[src/rtl/id_hazard_ctrl_pkg.sv]
`default_nettype none
// ============================================================================
// Module   : id_hazard_ctrl_pkg
// Purpose  : Shared pipeline definitions for the ID-stage hazard controller.
//            Holds the stall FSM state encoding, hazard-class bit positions
//            and the register-match helper.
// Ports    : none (package)
// Revision : 1.0  initial release
// ============================================================================
package id_hazard_ctrl_pkg;

    // Stall FSM: RUN evaluates hazards, HOLD is the forced second stall cycle
    typedef enum logic [0:0] {
        ST_RUN  = 1'b0,
        ST_HOLD = 1'b1
    } state_t;

    // Hazard-class bit positions inside the hazard vector
    localparam int HZ_LU  = 0;  // load-use, non-branch consumer
    localparam int HZ_BL  = 1;  // branch waiting on a load in EX (2 cycles)
    localparam int HZ_BA  = 2;  // branch waiting on an ALU result in EX
    localparam int HZ_BM  = 3;  // branch waiting on MEM (load, or Rt producer)
    localparam int HZ_NUM = 4;

    // Register 0 is hard-wired to zero and never creates a dependency
    function automatic logic reg_match(input logic [4:0] r, input logic [4:0] x);
        return (r != 5'd0) && (r == x);
    endfunction

endpackage : id_hazard_ctrl_pkg
`default_nettype wire

[src/rtl/id_hazard_ctrl_if.sv]
`default_nettype none
// ============================================================================
// Module   : id_hazard_ctrl_if
// Purpose  : Bundle of pipeline-status inputs and stall/flush outputs of the
//            ID hazard controller.
// Ports    : master - pipeline side (drives status, receives controls)
//            slave  - hazard controller side
// Revision : 1.0  initial release
// ============================================================================
interface id_hazard_ctrl_if #(
    parameter int CNT_W = 16
);
    logic [4:0]       IF_ID_Rs;
    logic [4:0]       IF_ID_Rt;
    logic             ID_UsesRt;
    logic             ID_Branch;
    logic [4:0]       ID_EX_Rd;
    logic             ID_EX_RegWrite;
    logic             ID_EX_MemRead;
    logic [4:0]       EX_MEM_Rd;
    logic             EX_MEM_RegWrite;
    logic             EX_MEM_MemRead;
    logic             Branch_Taken;
    logic             Jump;
    logic             Perf_Clear;
    logic             PC_Write;
    logic             IF_ID_Write;
    logic             IF_ID_Flush;
    logic             ID_EX_Flush;
    logic [CNT_W-1:0] Stall_Cycles;
    logic [CNT_W-1:0] Flush_Count;

    modport master (
        output IF_ID_Rs, IF_ID_Rt, ID_UsesRt, ID_Branch,
               ID_EX_Rd, ID_EX_RegWrite, ID_EX_MemRead,
               EX_MEM_Rd, EX_MEM_RegWrite, EX_MEM_MemRead,
               Branch_Taken, Jump, Perf_Clear,
        input  PC_Write, IF_ID_Write, IF_ID_Flush, ID_EX_Flush,
               Stall_Cycles, Flush_Count
    );

    modport slave (
        input  IF_ID_Rs, IF_ID_Rt, ID_UsesRt, ID_Branch,
               ID_EX_Rd, ID_EX_RegWrite, ID_EX_MemRead,
               EX_MEM_Rd, EX_MEM_RegWrite, EX_MEM_MemRead,
               Branch_Taken, Jump, Perf_Clear,
        output PC_Write, IF_ID_Write, IF_ID_Flush, ID_EX_Flush,
               Stall_Cycles, Flush_Count
    );
endinterface : id_hazard_ctrl_if
`default_nettype wire

[src/rtl/id_hazard_ctrl_sat_counter.sv]
`default_nettype none
// ============================================================================
// Module   : sat_counter
// Purpose  : Saturating up-counter with synchronous clear.
// Ports    : clk, rst_n (async, active low), clr (sync clear, wins over inc),
//            inc (count enable), count (current value, sticks at all-ones)
// Revision : 1.0  initial release
// ============================================================================
module sat_counter #(
    parameter int W = 16
) (
    input  wire logic         clk,
    input  wire logic         rst_n,
    input  wire logic         clr,
    input  wire logic         inc,
    output logic      [W-1:0] count
);
    logic [W-1:0] r_count;

    always_ff @(posedge clk or negedge rst_n) begin
        if (!rst_n) begin
            r_count <= '0;
        end else if (clr) begin
            r_count <= '0;
        end else if (inc && (r_count != {W{1'b1}})) begin
            r_count <= r_count + 1'b1;
        end
    end

    assign count = r_count;
endmodule : sat_counter
`default_nettype wire

[src/rtl/id_hazard_ctrl.sv]
`default_nettype none
// ============================================================================
// Module   : id_hazard_ctrl
// Purpose  : ID-stage hazard detection for a 5-stage pipeline with branch
//            resolution in ID. Detects load-use and branch-operand hazards,
//            stalls PC and IF/ID, inserts ID/EX bubbles, squashes IF/ID on
//            redirects and counts stall and flush cycles.
// Ports    : clk, rst_n (async, active low)
//            hz : id_hazard_ctrl_if.slave (pipeline status in, controls and
//                 performance counters out)
// Revision : 1.0  initial release
// ============================================================================
module id_hazard_ctrl #(
    parameter int CNT_W = 16
) (
    input  wire logic clk,
    input  wire logic rst_n,
    id_hazard_ctrl_if.slave hz
);
    import id_hazard_ctrl_pkg::*;

    logic              ex_src;      // ID source depends on EX destination
    logic              mem_src;     // ID source depends on MEM destination
    logic              mem_rt;      // Rt depends on MEM destination
    logic [HZ_NUM-1:0] hz_vec;
    state_t            r_state;
    state_t            state_next;
    logic              stall_raw;
    logic              stall;
    logic              flush_if;

    assign ex_src  = reg_match(hz.IF_ID_Rs, hz.ID_EX_Rd)
                   | (hz.ID_UsesRt & reg_match(hz.IF_ID_Rt, hz.ID_EX_Rd));
    assign mem_rt  = hz.ID_UsesRt & reg_match(hz.IF_ID_Rt, hz.EX_MEM_Rd);
    assign mem_src = reg_match(hz.IF_ID_Rs, hz.EX_MEM_Rd) | mem_rt;

    always_comb begin
        hz_vec         = '0;
        hz_vec[HZ_LU]  = hz.ID_EX_MemRead & ex_src & ~hz.ID_Branch;
        hz_vec[HZ_BL]  = hz.ID_Branch & hz.ID_EX_MemRead & ex_src;
        hz_vec[HZ_BA]  = hz.ID_Branch & hz.ID_EX_RegWrite & ~hz.ID_EX_MemRead & ex_src;
        // ALU results in MEM forward into ID on Rs only; Rt must wait
        hz_vec[HZ_BM]  = hz.ID_Branch & ((hz.EX_MEM_MemRead & mem_src)
                                       | (hz.EX_MEM_RegWrite & mem_rt));
    end

    always_ff @(posedge clk or negedge rst_n) begin
        if (!rst_n) begin
            r_state <= ST_RUN;
        end else begin
            r_state <= state_next;
        end
    end

    always_comb begin
        state_next = r_state;
        stall_raw  = 1'b0;
        case (r_state)
            ST_RUN: begin
                stall_raw = |hz_vec;
                if (hz_vec[HZ_BL]) begin
                    state_next = ST_HOLD;
                end
            end
            ST_HOLD: begin
                stall_raw  = 1'b1;
                state_next = ST_RUN;
            end
            default: begin
                state_next = ST_RUN;
            end
        endcase
    end

    // Hazards seen while reset is held must not freeze the front end
    assign stall    = stall_raw & rst_n;
    // A stalled redirect is re-presented once the stall clears
    assign flush_if = ~stall & rst_n & (hz.Branch_Taken | hz.Jump);

    assign hz.PC_Write    = ~stall;
    assign hz.IF_ID_Write = ~stall;
    assign hz.ID_EX_Flush = stall;
    assign hz.IF_ID_Flush = flush_if;

    sat_counter #(.W(CNT_W)) u_stall_cnt (
        .clk   (clk),
        .rst_n (rst_n),
        .clr   (hz.Perf_Clear),
        .inc   (stall),
        .count (hz.Stall_Cycles)
    );

    sat_counter #(.W(CNT_W)) u_flush_cnt (
        .clk   (clk),
        .rst_n (rst_n),
        .clr   (hz.Perf_Clear),
        .inc   (flush_if),
        .count (hz.Flush_Count)
    );
endmodule : id_hazard_ctrl
`default_nettype wire
[src/flat_wrapper.sv]
// flat-port wrapper written by rule: the top's interface ports become plain ports
module id_hazard_ctrl_flat import id_hazard_ctrl_pkg::*;
#(
    parameter int CNT_W = 16
)
  (clk, rst_n, hz_IF_ID_Rs, hz_IF_ID_Rt, hz_ID_UsesRt, hz_ID_Branch, hz_ID_EX_Rd, hz_ID_EX_RegWrite, hz_ID_EX_MemRead, hz_EX_MEM_Rd, hz_EX_MEM_RegWrite, hz_EX_MEM_MemRead, hz_Branch_Taken, hz_Jump, hz_Perf_Clear, hz_PC_Write, hz_IF_ID_Write, hz_IF_ID_Flush, hz_ID_EX_Flush, hz_Stall_Cycles, hz_Flush_Count);
  id_hazard_ctrl_if #(.CNT_W(CNT_W)) hz_i ();
  input  wire logic clk;
  input  wire logic rst_n;
  input wire logic [$bits(hz_i.IF_ID_Rs)-1:0] hz_IF_ID_Rs;
  input wire logic [$bits(hz_i.IF_ID_Rt)-1:0] hz_IF_ID_Rt;
  input wire logic [$bits(hz_i.ID_UsesRt)-1:0] hz_ID_UsesRt;
  input wire logic [$bits(hz_i.ID_Branch)-1:0] hz_ID_Branch;
  input wire logic [$bits(hz_i.ID_EX_Rd)-1:0] hz_ID_EX_Rd;
  input wire logic [$bits(hz_i.ID_EX_RegWrite)-1:0] hz_ID_EX_RegWrite;
  input wire logic [$bits(hz_i.ID_EX_MemRead)-1:0] hz_ID_EX_MemRead;
  input wire logic [$bits(hz_i.EX_MEM_Rd)-1:0] hz_EX_MEM_Rd;
  input wire logic [$bits(hz_i.EX_MEM_RegWrite)-1:0] hz_EX_MEM_RegWrite;
  input wire logic [$bits(hz_i.EX_MEM_MemRead)-1:0] hz_EX_MEM_MemRead;
  input wire logic [$bits(hz_i.Branch_Taken)-1:0] hz_Branch_Taken;
  input wire logic [$bits(hz_i.Jump)-1:0] hz_Jump;
  input wire logic [$bits(hz_i.Perf_Clear)-1:0] hz_Perf_Clear;
  output wire logic [$bits(hz_i.PC_Write)-1:0] hz_PC_Write;
  output wire logic [$bits(hz_i.IF_ID_Write)-1:0] hz_IF_ID_Write;
  output wire logic [$bits(hz_i.IF_ID_Flush)-1:0] hz_IF_ID_Flush;
  output wire logic [$bits(hz_i.ID_EX_Flush)-1:0] hz_ID_EX_Flush;
  output wire logic [$bits(hz_i.Stall_Cycles)-1:0] hz_Stall_Cycles;
  output wire logic [$bits(hz_i.Flush_Count)-1:0] hz_Flush_Count;
  assign hz_i.IF_ID_Rs = hz_IF_ID_Rs;
  assign hz_i.IF_ID_Rt = hz_IF_ID_Rt;
  assign hz_i.ID_UsesRt = hz_ID_UsesRt;
  assign hz_i.ID_Branch = hz_ID_Branch;
  assign hz_i.ID_EX_Rd = hz_ID_EX_Rd;
  assign hz_i.ID_EX_RegWrite = hz_ID_EX_RegWrite;
  assign hz_i.ID_EX_MemRead = hz_ID_EX_MemRead;
  assign hz_i.EX_MEM_Rd = hz_EX_MEM_Rd;
  assign hz_i.EX_MEM_RegWrite = hz_EX_MEM_RegWrite;
  assign hz_i.EX_MEM_MemRead = hz_EX_MEM_MemRead;
  assign hz_i.Branch_Taken = hz_Branch_Taken;
  assign hz_i.Jump = hz_Jump;
  assign hz_i.Perf_Clear = hz_Perf_Clear;
  assign hz_PC_Write = hz_i.PC_Write;
  assign hz_IF_ID_Write = hz_i.IF_ID_Write;
  assign hz_IF_ID_Flush = hz_i.IF_ID_Flush;
  assign hz_ID_EX_Flush = hz_i.ID_EX_Flush;
  assign hz_Stall_Cycles = hz_i.Stall_Cycles;
  assign hz_Flush_Count = hz_i.Flush_Count;
  id_hazard_ctrl #(.CNT_W(CNT_W)) u_core (.clk(clk), .rst_n(rst_n), .hz(hz_i));
endmodule
[config.mk]
export PLATFORM = sky130hd
export DESIGN_NAME = id_hazard_ctrl_flat
export DESIGN_NICKNAME = d
export VERILOG_FILES = /design/src/rtl/id_hazard_ctrl_pkg.sv /design/src/rtl/id_hazard_ctrl_if.sv /design/src/rtl/id_hazard_ctrl_sat_counter.sv /design/src/rtl/id_hazard_ctrl.sv /design/src/flat_wrapper.sv
export SDC_FILE = /design/constraint.sdc
export NUM_CORES = 1
export LEC_CHECK = 0
export ABC_AREA = 1
export CORE_UTILIZATION = 45
export CTS_CLUSTER_SIZE = 12
export DETAILED_ROUTE_END_ITERATION = 8
export PLACE_DENSITY = 0.74
export SLEW_MARGIN = 40
export SYNTH_ARGS = -nofsm -noshare
export SYNTH_HDL_FRONTEND = slang
export SYNTH_SLANG_ARGS = --single-unit
[constraint.sdc]
create_clock -name clk -period 3.3 [get_ports clk]
set_input_delay 0.66 -clock clk [delete_from_list [all_inputs] [get_ports clk]]
set_output_delay 0.66 -clock clk [all_outputs]
set_load 0.01 [all_outputs]
[Word level (Yosys, flattened, before mapping)]
Index checks and enable logic that the tools add are counted.
Operators by class
  $add $sub $neg: 2
  equal/unequal tests: 6
  multiplexer cells: 7
  bitwise gates (word level): 23
  reductions and logical operators: 11
Operator list (number)
  $mux 16: 4
  $add 16x1->16 const B: 2
  $ne 16x16->1 const B: 2
  $eq 5x5->1: 4
  $and 1x1->1: 15
  $reduce_bool 5->1: 2
  $logic_and 1x1->1: 6
  $not 1->1: 4
  $or 1x1->1: 4
  $pmux 1 s2: 2
  $reduce_bool 2->1: 2
  $reduce_or 4->1: 1
  $mux 1: 1
Storage, ports and cells
  flip-flop bits (word level): 33
  bits of input ports: 31
  output and inout bits: 36

[Depth between registers and ports, before layout]
  depth in word-level cells: 16
  depth in mapped cells: 14
  depth with buffers taken out: 13

[Modules after synthesis]
From an unflattened synthesis, not the netlist that was laid out.
Second synthesis, totals
  cell total of the unflattened synthesis: 395
  area total of the unflattened synthesis: 2568.7 sq um
Modules (own cells, without submodules)
  sat_counter: instances 2, cells an instance 144, area an instance 1037.2 sq um, sequential area each 400.4 sq um
  id_hazard_ctrl: instances 1, cells an instance 107, area an instance 494.2 sq um, sequential area each 25.0 sq um

[Worst setup path after synthesis]
Ideal clock, no wire load.
  path type: input -> output
  from: in hz_IF_ID_Rt[3]
  to: out hz_IF_ID_Flush
  data arrival time: 1.593 ns
  setup slack: 1.047 ns
  stages on the path: 10
  cell sequence: nor2_1 -> nand2_1 -> nor2_1 -> nor2_1 -> nand2_1 -> nand2_1 -> nand2_1 -> nand3_2 -> nor2_4 -> buf_6
Between the ends
  cells in the longest elaborated chain, start to end: 13
RTL lines
  start, declared: line flat_wrapper.sv:11  | input wire logic [$bits(hz_i.IF_ID_Rt)-1:0] hz_IF_ID_Rt;
  $eq 5x5->1 / $reduce_bool 5->1 (equally long branches): line id_hazard_ctrl_pkg.sv:27  | return (r != 5'd0) && (r == x);
  $logic_and 1x1->1: line id_hazard_ctrl_pkg.sv:27
  $and 1x1->1: line id_hazard_ctrl.sv:34  | assign mem_rt = hz.ID_UsesRt & reg_match(hz.IF_ID_Rt, hz.EX_MEM_Rd);
  $or 1x1->1: line id_hazard_ctrl.sv:35  | assign mem_src = reg_match(hz.IF_ID_Rs, hz.EX_MEM_Rd) | mem_rt;
  $and 1x1->1: line id_hazard_ctrl.sv:43  | hz_vec[HZ_BM] = hz.ID_Branch & ((hz.EX_MEM_MemRead & mem_src)
  $or 1x1->1: line id_hazard_ctrl.sv:44  | | (hz.EX_MEM_RegWrite & mem_rt));
  $and 1x1->1: line id_hazard_ctrl.sv:43
  $reduce_or 4->1 (*): line id_hazard_ctrl.sv:60  | stall_raw = |hz_vec;
  $pmux 1 s2 (*): line id_hazard_ctrl.sv:58  | case (r_state)
  $and 1x1->1 (*): line id_hazard_ctrl.sv:76  | assign stall = stall_raw & rst_n;
  $not 1->1 (*): line id_hazard_ctrl.sv:78  | assign flush_if = ~stall & rst_n & (hz.Branch_Taken | hz.Jump);
  $and 1x1->1 (*) (2 in series): line id_hazard_ctrl.sv:78
  end, declared: line flat_wrapper.sv:25  | output wire logic [$bits(hz_i.IF_ID_Flush)-1:0] hz_IF_ID_Flush;
Every way passes the cells marked *; elsewhere a longest branch is shown, timed or not.

[Final worst setup path]
  from: in hz_ID_EX_Rd[1]
  to: out hz_ID_EX_Flush
Between the ends
  cells in the longest elaborated chain, start to end: 9
RTL lines
  start, declared: line flat_wrapper.sv:14  | input wire logic [$bits(hz_i.ID_EX_Rd)-1:0] hz_ID_EX_Rd;
  $eq 5x5->1: line id_hazard_ctrl_pkg.sv:27
  $logic_and 1x1->1: line id_hazard_ctrl_pkg.sv:27
  $and 1x1->1: line id_hazard_ctrl.sv:33  | | (hz.ID_UsesRt & reg_match(hz.IF_ID_Rt, hz.ID_EX_Rd));
  $or 1x1->1 (*): line id_hazard_ctrl.sv:33
  $and 1x1->1 (2 in series): line id_hazard_ctrl.sv:39  | hz_vec[HZ_LU] = hz.ID_EX_MemRead & ex_src & ~hz.ID_Branch;
  $reduce_or 4->1 (*): line id_hazard_ctrl.sv:60
  $pmux 1 s2 (*): line id_hazard_ctrl.sv:58
  $and 1x1->1 (*): line id_hazard_ctrl.sv:76
  end, declared: line flat_wrapper.sv:26  | output wire logic [$bits(hz_i.ID_EX_Flush)-1:0] hz_ID_EX_Flush;
Marks and branches as above.

==> impl_metrics.yaml <==
timing:
  setup_viol: 0
  finalCritPeriodShare: 0.881
  setup_slack_ns: 0.393
  worst_pin_slew_ns: 0.463
  fin_skew_ns: 0.0162
  setup_tns_ns: 0
  finalCriticalPeriod_ns: 2.91
  hold_viol: 0
  slew_headroom: 0.691
  slew_viol_final: 0
  rsz0062_at_grt: "no"
  fin_hold_ws_ns: 0.233
  clock.fmax_ghz: 0.344
layout:
  nets: 494
  multiInputGateArea_um2: 1550
  final_cells: 534
  diodes: 0
  register_area_um2: 826
  stdcell_area_um2: 3470
  syn_to_final_growth_pct: 31.8
  fillers: 530
  mostFrequentLayoutCell: "nand2_1"
  layout_common_cells: "nand2_1 (116), clkdlybuf4s50_1 (58), nor2_1 (52)"
  drive_above_1_share: 0.0584
  fin_util: 0.623
critical_path:
  crit_arrival_ns: 2.25
  ff2ff_setup_slack_ns: 1.04
  r2r_cells: 9
  reg2reg_from: "u_core.u_flush_cnt.count[0]"
  timing.rr.end: "u_core.u_flush_cnt.count[5]"
  crit_fanout: 3
  worstPathRequired_ns: 2.64
  start_kind: "input pin"
  crit_type: "in2out"
  worstSetupEndpointType: "output port"
global_route:
  grt_pass1_vias: 2394
  grt_usage: 0.230
  grt_pass1_wl_um: 11300
  grt_max_degree: 40
  antenna_found_initial: 0
  overflow: 0
logic_synthesis:
  synth_seq_cells: 33
  mappedNetlistArea_um2: 2630
  mappedNetlistNets: 429
  ys_warn_count: 0
  yosysTopAreaCellShare: 0.314
  syn-instance-count: 396
  synth_cell_types: 28
  avgSynthCellArea_um2: 6.65
  synth_area_leaders: "dfrtp_1 (31%), nand2_1 (17%), nand3_1 (9.5%)"
  yosys.area.top_type: "dfrtp_1"
  ys_seq_area_frac: 0.314
cts:
  hold_buffers: 0
  cts_sinks: 33
  h-tree-depth: 2
  clk_pin_slew_ns: 0.08
  clock_latency_ns: 0.29
  post_cts_buffers: 0
  cts_tree: "built"
  clock_path_buffers: 2
  numCtsBuffers: 5
  cts_root_buf: "clkbuf_8"
worst_hold_path:
  hold_class: "in2async"
placement:
  place_ws_ns: 0.0147
  gp_congestion: 0.932
  port_buffers: 66
  dp_hpwl_um: 4990
  dp_cells: 526
  place_area_um2: 3340
drt:
  routed_wl_um: 6940
  drcViolationCount: 0
  wire_per_inst_um: 13.0
  routed-via-count: 2758
  viasPerCell: 5.16
  antenna_left: 0
  firstDrtPassIters: 4
  drt-initial-drc-count: 107
run_status:
  outcome: "completed"
floorplanning:
  fp-row-count: 27
  core_area_um2: 5570
  io_pins: 67
  fp.dieH_um: 78.5
  die-area_um2: 6160
  die_x_um: 78.5
  start_util: 0.473
run:
  maxCapViolCount: 0
power:
  ir_worst_vdd_mv: 0.190
  p_leak_nw: 1.76
  report.power.total_mw: 1.01
  powerDensity_nw_per_um2: 290
## Yosys cell counts (all sizes together)
master	number
a21o	1
nor3b	2
nor2	55
clkbuf	7
nand4	21
ha	2
buf	6
xnor2	9
nor3	6
a211oi	1
nand3	54
inv	47
xor2	23
o21ai	4
dfrtp	33
nand2	117
nor4	3
a21oi	5
## power by group
| part | internal [mW] | switching, mW |
|---|---|---|
| combinational | 0.0807 | 0.0992 |
| sequential | 0.412 | 0.0113 |
| clock | 0.246 | 0.157 |
## state kept, by name (all words and copies together), names as in the netlist
| name | cells |
|---|---|
| u_core.u_flush_cnt.count | 16 |
| u_core.u_stall_cnt.count | 16 |
| u_core.r_state | 1 |
## per-layer routing
metal / up-vias / GRT usage / part of all wire
met5: - / 0 / 0
met4: 0 / 0.0444 / 0.0069
met3: 5 / 0.0465 / 0.068
met2: 100 / 0.357 / 0.44
met1: 1258 / 0.329 / 0.49
li1: 1395 / - / -
## layout make-up
cell class / count / area share
tap: 72 / 0.0260
multi-input combinational: 303 / 0.447
timing repair buffer: 71 / 0.205
sequential: 33 / 0.238
clock inverter: 1 / 0.00865
inverter: 47 / 0.0508
clock buffer: 7 / 0.0249
## worst max-delay path: stages
cell	delay (ns)
clkdlybuf4s50_1	0.51
inv_1	0.07
a21oi_1	0.18
nand2_1	0.07
nor2_1	0.11
nand2_1	0.08
nand2_1	0.08
nand2_1	0.07
nand3_2	0.11
nand2_1	0.10
inv_1	0.06
dlymetal6s2s_1	0.15
## how the worst max path moves through the flow
stage / slack, ns / from / end
global route: 0.26 / hz_IF_ID_Rt[3] / hz_ID_EX_Flush
detailed placement: 0.01 / hz_ID_EX_Rd[1] / hz_ID_EX_Flush
finish: 0.39 / hz_ID_EX_Rd[1] / hz_ID_EX_Flush
CTS: 0.007 / hz_ID_EX_Rd[1] / hz_ID_EX_Flush
global placement: 0.06 / hz_IF_ID_Rt[1] / hz_IF_ID_Flush
floorplan: 1.05 / hz_IF_ID_Rt[3] / hz_IF_ID_Flush
## kinds of logic after synthesis
logic type / after synthesis / share of synthesized area
simple gates: 258 / 0.450
compound gates: 11 / 0.0228
xor+xnor: 32 / 0.106
fa+ha+maj: 2 / 0.00950
buf+inv: 60 / 0.0974
flops: 33 / 0.314
## repair_timing
item / 4_1_cts / 5_1_grt
endpoints found under the setup margin: 0 / 4
gates resized for setup: 0 / 7
endpoints found under the hold margin: 0 / 0
Note: power is estimated with default switching activity, not from simulation.
